$ cat config.mk
export PLATFORM = sky130hd
export DESIGN_NAME = line_cmd_queue_flat
export DESIGN_NICKNAME = d
export VERILOG_FILES = /design/src/rtl/line_cmd_if.sv /design/src/rtl/line_cmd_queue.sv /design/src/flat_wrapper.sv
export SDC_FILE = /design/constraint.sdc
export NUM_CORES = 1
export LEC_CHECK = 0
export BUFFER_PORTS_ARGS = -buffer_cell sky130_fd_sc_hd__buf_4
export CORE_UTILIZATION = 45
export DETAILED_ROUTE_END_ITERATION = 10
export SKIP_LAST_GASP = 1
export SYNTH_ARGS = -nofsm -noshare
export SYNTH_HDL_FRONTEND = slang
export SYNTH_SLANG_ARGS = --single-unit
$ cat constraint.sdc
create_clock -name pclk -period 3.5 [get_ports pclk]
set_clock_uncertainty 0.15 [all_clocks]
set_input_delay 0.525 -clock pclk [delete_from_list [all_inputs] [get_ports pclk]]
set_output_delay 0.525 -clock pclk [all_outputs]
set_load 0.05 [all_outputs]
$ cat src/rtl/line_cmd_if.sv
// Producer-side command channel of the line-command queue: valid/ready plus
// the four 8-bit line endpoints.
interface line_cmd_if;
    logic       cmd_valid;
    logic       cmd_ready;
    logic [7:0] cmd_stax;
    logic [7:0] cmd_stay;
    logic [7:0] cmd_endx;
    logic [7:0] cmd_endy;

    modport master (
        output cmd_valid, cmd_stax, cmd_stay, cmd_endx, cmd_endy,
        input  cmd_ready
    );

    modport slave (
        input  cmd_valid, cmd_stax, cmd_stay, cmd_endx, cmd_endy,
        output cmd_ready
    );
endinterface

$ cat src/rtl/line_cmd_queue.sv
// Line-command FIFO and dispatcher directly upstream of the Bresenham line drawer.
// Define LINE_CMD_STATS_EN to add the lines_done / stall_cnt statistics counters.
module line_cmd_queue #(
    parameter int DEPTH = 8,
    parameter int AW    = 3
) (
    input  logic          pclk,
    input  logic          rst_n,
    line_cmd_if.slave     cmd,
    input  logic          flush,
    output logic          go,
    input  logic          busy,
    output logic [7:0]    stax,
    output logic [7:0]    stay,
    output logic [7:0]    endx,
    output logic [7:0]    endy,
    output logic [AW:0]   level,
    output logic          idle
`ifdef LINE_CMD_STATS_EN
    ,
    output logic [15:0]   lines_done,
    output logic [15:0]   stall_cnt
`endif
);

    typedef enum logic [1:0] {
        ST_IDLE  = 2'd0,
        ST_SETUP = 2'd1,
        ST_GO    = 2'd2,
        ST_DRAW  = 2'd3
    } state_t;

    localparam logic [AW:0] FULL_LEVEL = (AW+1)'(DEPTH);

    state_t          state_reg;
    logic [31:0]     mem [DEPTH];
    logic [AW-1:0]   wptr_reg;
    logic [AW-1:0]   rptr_reg;
    logic [AW:0]     level_reg;
    logic [31:0]     coord_reg;

    logic            push;
    logic            pop;
    logic            have_cmd;

    assign cmd.cmd_ready = (level_reg != FULL_LEVEL);
    assign have_cmd      = (level_reg != '0);

    // flush wins over both a same-cycle push and a scheduled pop
    assign push = cmd.cmd_valid && cmd.cmd_ready && !flush;
    assign pop  = have_cmd && !flush &&
                  ((state_reg == ST_IDLE) || (state_reg == ST_DRAW && !busy));

    always_ff @(posedge pclk) begin
        if (push) begin
            mem[wptr_reg] <= {cmd.cmd_stax, cmd.cmd_stay, cmd.cmd_endx, cmd.cmd_endy};
        end
    end

    // The drawer has no reset and may be mid-line, so reset parks in DRAW
    always_ff @(posedge pclk or negedge rst_n) begin
        if (!rst_n) begin
            state_reg <= ST_DRAW;
            wptr_reg  <= '0;
            rptr_reg  <= '0;
            level_reg <= '0;
            coord_reg <= '0;
        end else begin
            if (push) begin
                wptr_reg <= wptr_reg + 1'b1;
            end

            if (flush) begin
                rptr_reg  <= wptr_reg;
                level_reg <= '0;
            end else begin
                if (pop) begin
                    rptr_reg <= rptr_reg + 1'b1;
                end
                case ({push, pop})
                    2'b10:   level_reg <= level_reg + 1'b1;
                    2'b01:   level_reg <= level_reg - 1'b1;
                    default: level_reg <= level_reg;
                endcase
            end

            if (pop) begin
                coord_reg <= mem[rptr_reg];
            end

            case (state_reg)
                ST_IDLE:  if (pop) state_reg <= ST_SETUP;
                ST_SETUP: state_reg <= ST_GO;
                ST_GO:    state_reg <= ST_DRAW;
                ST_DRAW:  if (!busy) state_reg <= pop ? ST_SETUP : ST_IDLE;
                default:  state_reg <= ST_IDLE;
            endcase
        end
    end

    assign go    = (state_reg == ST_GO);
    assign stax  = coord_reg[31:24];
    assign stay  = coord_reg[23:16];
    assign endx  = coord_reg[15:8];
    assign endy  = coord_reg[7:0];
    assign level = level_reg;
    assign idle  = (state_reg == ST_IDLE) && !have_cmd && !busy;

`ifdef LINE_CMD_STATS_EN
    logic        drew_reg;
    logic [15:0] lines_reg;
    logic [15:0] stall_reg;

    // drew_reg separates a real line from the post-reset DRAW wait
    always_ff @(posedge pclk or negedge rst_n) begin
        if (!rst_n) begin
            drew_reg  <= 1'b0;
            lines_reg <= '0;
            stall_reg <= '0;
        end else begin
            if (state_reg == ST_GO) begin
                drew_reg <= 1'b1;
            end else if (state_reg == ST_DRAW && !busy) begin
                drew_reg <= 1'b0;
            end

            if (flush) begin
                lines_reg <= '0;
                stall_reg <= '0;
            end else begin
                if (state_reg == ST_DRAW && !busy && drew_reg && lines_reg != 16'hFFFF) begin
                    lines_reg <= lines_reg + 1'b1;
                end
                if (cmd.cmd_valid && !cmd.cmd_ready && stall_reg != 16'hFFFF) begin
                    stall_reg <= stall_reg + 1'b1;
                end
            end
        end
    end

    assign lines_done = lines_reg;
    assign stall_cnt  = stall_reg;
`endif

endmodule
$ cat src/flat_wrapper.sv
// flat-port wrapper written by rule: the top's interface ports become plain ports
module line_cmd_queue_flat 
#(
    parameter int DEPTH = 8,
    parameter int AW    = 3
)
  (pclk, rst_n, flush, go, busy, stax, stay, endx, endy, level, idle, cmd_cmd_valid, cmd_cmd_stax, cmd_cmd_stay, cmd_cmd_endx, cmd_cmd_endy, cmd_cmd_ready);
  line_cmd_if cmd_i ();
  input  logic pclk;
  input  logic rst_n;
  input  logic flush;
  output logic go;
  input  logic busy;
  output logic [7:0] stax;
  output logic [7:0] stay;
  output logic [7:0] endx;
  output logic [7:0] endy;
  output logic [AW:0] level;
  output logic idle;
  input wire logic [$bits(cmd_i.cmd_valid)-1:0] cmd_cmd_valid;
  input wire logic [$bits(cmd_i.cmd_stax)-1:0] cmd_cmd_stax;
  input wire logic [$bits(cmd_i.cmd_stay)-1:0] cmd_cmd_stay;
  input wire logic [$bits(cmd_i.cmd_endx)-1:0] cmd_cmd_endx;
  input wire logic [$bits(cmd_i.cmd_endy)-1:0] cmd_cmd_endy;
  output wire logic [$bits(cmd_i.cmd_ready)-1:0] cmd_cmd_ready;
  assign cmd_i.cmd_valid = cmd_cmd_valid;
  assign cmd_i.cmd_stax = cmd_cmd_stax;
  assign cmd_i.cmd_stay = cmd_cmd_stay;
  assign cmd_i.cmd_endx = cmd_cmd_endx;
  assign cmd_i.cmd_endy = cmd_cmd_endy;
  assign cmd_cmd_ready = cmd_i.cmd_ready;
  line_cmd_queue #(.DEPTH(DEPTH), .AW(AW)) u_core (.pclk(pclk), .rst_n(rst_n), .cmd(cmd_i), .flush(flush), .go(go), .busy(busy), .stax(stax), .stay(stay), .endx(endx), .endy(endy), .level(level), .idle(idle));
endmodule
==> results.md <==
- Post-CTS setup buffers: 0
- Ratio of cells with drive above 1 in the final layout: 0.336
- Synth Warn #: 0
- Detailed-route via count: 5484
- Critical path buffers and inverters: 0
- CTS Buf Count: 30
- Initial drt markers: 346
- Fillcell total: 1932
- Crit Path Class: register to register
- Peak Freq: 343 MHz
- DP Area: 12700 µm²
- PwrDens: 855 nW/µm²
- Worst path required time: 3.78 ns
- Register area share after synthesis: 0.759
- Die area: 26400 µm²
- Post-layout util: 0.545
- Sinks on the clock net: 300
- Mapped cell area: 11600 µm²
- CP most frequent cell: ha_1
- GR Util met3: 0.0224
- Busiest grt layer: met2
- Core area: 25200 µm²
- Grt met2 use: 0.282
- Port Buffers: 75
- R2R Path Start: u_core.state_reg[1]
- Detailed placement HPWL: 13100 µm
- Area of the multi-input gates: 2700 µm²
- Final instance area: 13700 µm²
- Placed Cells: 967
- Critical path endpoint: u_core.level[3]
- Global-route wire length before repair: 32700 µm
- Drt drc: 0
- Distinct cells, synth: 46
- Max Cap Viol: 0
- Die Span Y: 162 µm
- Final period util: 0.832
- ANT cells: 0
- Number of flops mapped to enable cells by yosys: 256
- Final WL: 21100 µm
- WHS: 0.0712 ns
- Storage cell area: 8800 µm²
- R2R Setup Slk: 0.59 ns
- Async S/R FF share, synth: 0.147
- Fin nets: 715
- Initial antenna violation count: 0
- CTS resizes: 0
- CP Max Fanout: 6
- Lkg Pwr: 4.73 nW
- Tightest Pin Transition: 0.883 ns
- Critical Path, Cell by Cell: ha_1 > nor2b_1 > o221a_4 > nor2b_4 > ha_1 > o21ai_0 > o41ai_1 > o21a_1 > nor3_1
- Pins Over Slew Limit: 0
- Clk slew on worst S/H paths: 0.07 ns
- Final ANT Viol Nets: 0
- Worst slack, placed: 0.710 ns
- CTS tree: yes
- RD Place Congestion: 0.740
- Setup tns final: 0 ns
- DR pass1 iterations: 4
- Leading cell types in the layout, fill and taps excluded: edfxtp_1 (256), buf_4 (94), mux4_2 (64)
- Syn avg cell area: 20.4 µm²
- Worst Hold Class: input port to register
- Commonest non-fill, non-tap cell in the layout: edfxtp_1
- H-tree depth: 1
- Final setup vio count: 0
- Post-Synthesis Cells: 568
- Final setup margin: 0.589 ns
- Arrival @ worst endpoint: 3.19 ns
- CP Launch Point: u_core.state_reg[1]
- CP Capture Type: register
- Area delta synth->final: 18.5%
- Congestion Overflow GR: 0
- Worst path max stage delay: 0.56 ns
- Die width: 162 µm
- Via density: 5.36
- Syn nets: 613
- Largest register FFs: 256
- Post-Layout Cell Count: 1024
- Root buffer cell: clkbuf_16
- Largest net degree at the start of global routing: 69
- Worst-Skew Late Latency: 0.54 ns
- # IOs: 76
- Crit path launch type: register
- Core Rows: 58
- Gr usage total: 0.164
- WL per Instance: 20.6 µm
- Reg-to-Reg End: u_core.level[3]
- Final Total Pwr: 11.7 mW
- Maximum vdd drop: 448 µV
- Vias in the first global route: 5781
- CP delay by family, top: compound AO/OA/AOI/OAI gates
- Worst slew margin: 0.412
- Clock buffer depth: 3
- Minimum clock period: 2.91 ns
- Met1 GRT Util: 0.222
- Stages on the worst setup path: 9
- Post-synth top flop: edfxtp_1
- Initial Utilization: 0.460
- Synthesis-stage register bit count: 300
- Critical Path Slowest Stage Cell: dfstp_2
- Status: complete, no violations
- Final hold vios: 0
- RSZ-0062 raised after global routing: no
- FF-to-FF path depth: 9
-- worst register-to-register path, cell delays in order, from the launching register on --
cell and delay, ns:
dfstp_2 0.56, ha_1 0.19, nor2b_1 0.44, o221a_4 0.28, nor2b_4 0.15, ha_1 0.19, o21ai_0 0.11, o41ai_1 0.48
o21a_1 0.20, nor3_1 0.05
-- cell type report --
class / count / area share
Clock buffer: 36 / 0.0579
Clock inverter: 20 / 0.0169
Inverter: 4 / 0.00109
Multi-Input combinational cell: 236 / 0.197
Sequential cell: 300 / 0.641
Tap cell: 330 / 0.0301
Timing Repair Buffer: 98 / 0.0565
-- how the worst min path moves through the flow --
stage                           end  cells after the start                 start
2_1_floorplan   u_core.coord_reg[0]                      0                 rst_n
6_report          u_core.mem[5][17]                      1       cmd_cmd_stay[1]
3_3_place_gp   u_core.coord_reg[29]                      2  u_core.coord_reg[29]
4_1_cts           u_core.mem[5][17]                      1       cmd_cmd_stay[1]
5_1_grt           u_core.mem[3][22]                      1       cmd_cmd_stay[6]
3_5_place_dp   u_core.coord_reg[28]                      2  u_core.coord_reg[28]
-- layer usage --
metal	part of all wire	routed length (µm)
met1	0.44	9260
met2	0.51	10700
met3	0.040	849
met4	0.014	304
met5	0	0
-- synth_stat cells (4+ instances only) --
cell type  number  area, µm²
a21oi_1        35        175
buf_2          12       60.1
clkbuf_1       12       45.0
dfrtp_1        42       1050
edfxtp_1      256       7690
ha_1            8        100
inv_1           4       15.0
mux2i_1        33        330
mux4_2         64       1440
nand2_1         8       30.0
nor2_1         42        158
o21ai_0         5       25.0
xnor2_1         4       35.0
-- kinds of logic (layout without fill, tap and decap cells) --
logic type,Yosys count,after routing,synth area share
flip-flops,300,300,0.759
multiplexers,99,99,0.155
AND/OR/NAND/NOR,70,70,0.0302
AO/OA/AOI/OAI,52,52,0.0282
buffers and inverters,32,158,0.0136
adder cells (fa/ha/maj),8,8,0.00864
XOR/XNOR,7,7,0.00529
-- where the power goes --
| group | internal (mW) | total (mW) | leakage [nW] | switching [mW] |
|---|---|---|---|---|
| Combinational | 1.56 | 3.58 | 1.41 | 2.03 |
| Sequential | 4.39 | 4.88 | 2.81 | 0.486 |
| Clock | 1.99 | 3.28 | 0.503 | 1.30 |
| Total | 7.94 | 11.7 | 4.73 | 3.81 |
-- timing repair --
action	CTS	global route
endpoints found under the setup margin	0	0
hold buffers	1	0
hold endpoints to repair	42	0
Note: power is estimated with default switching activity, not from simulation.
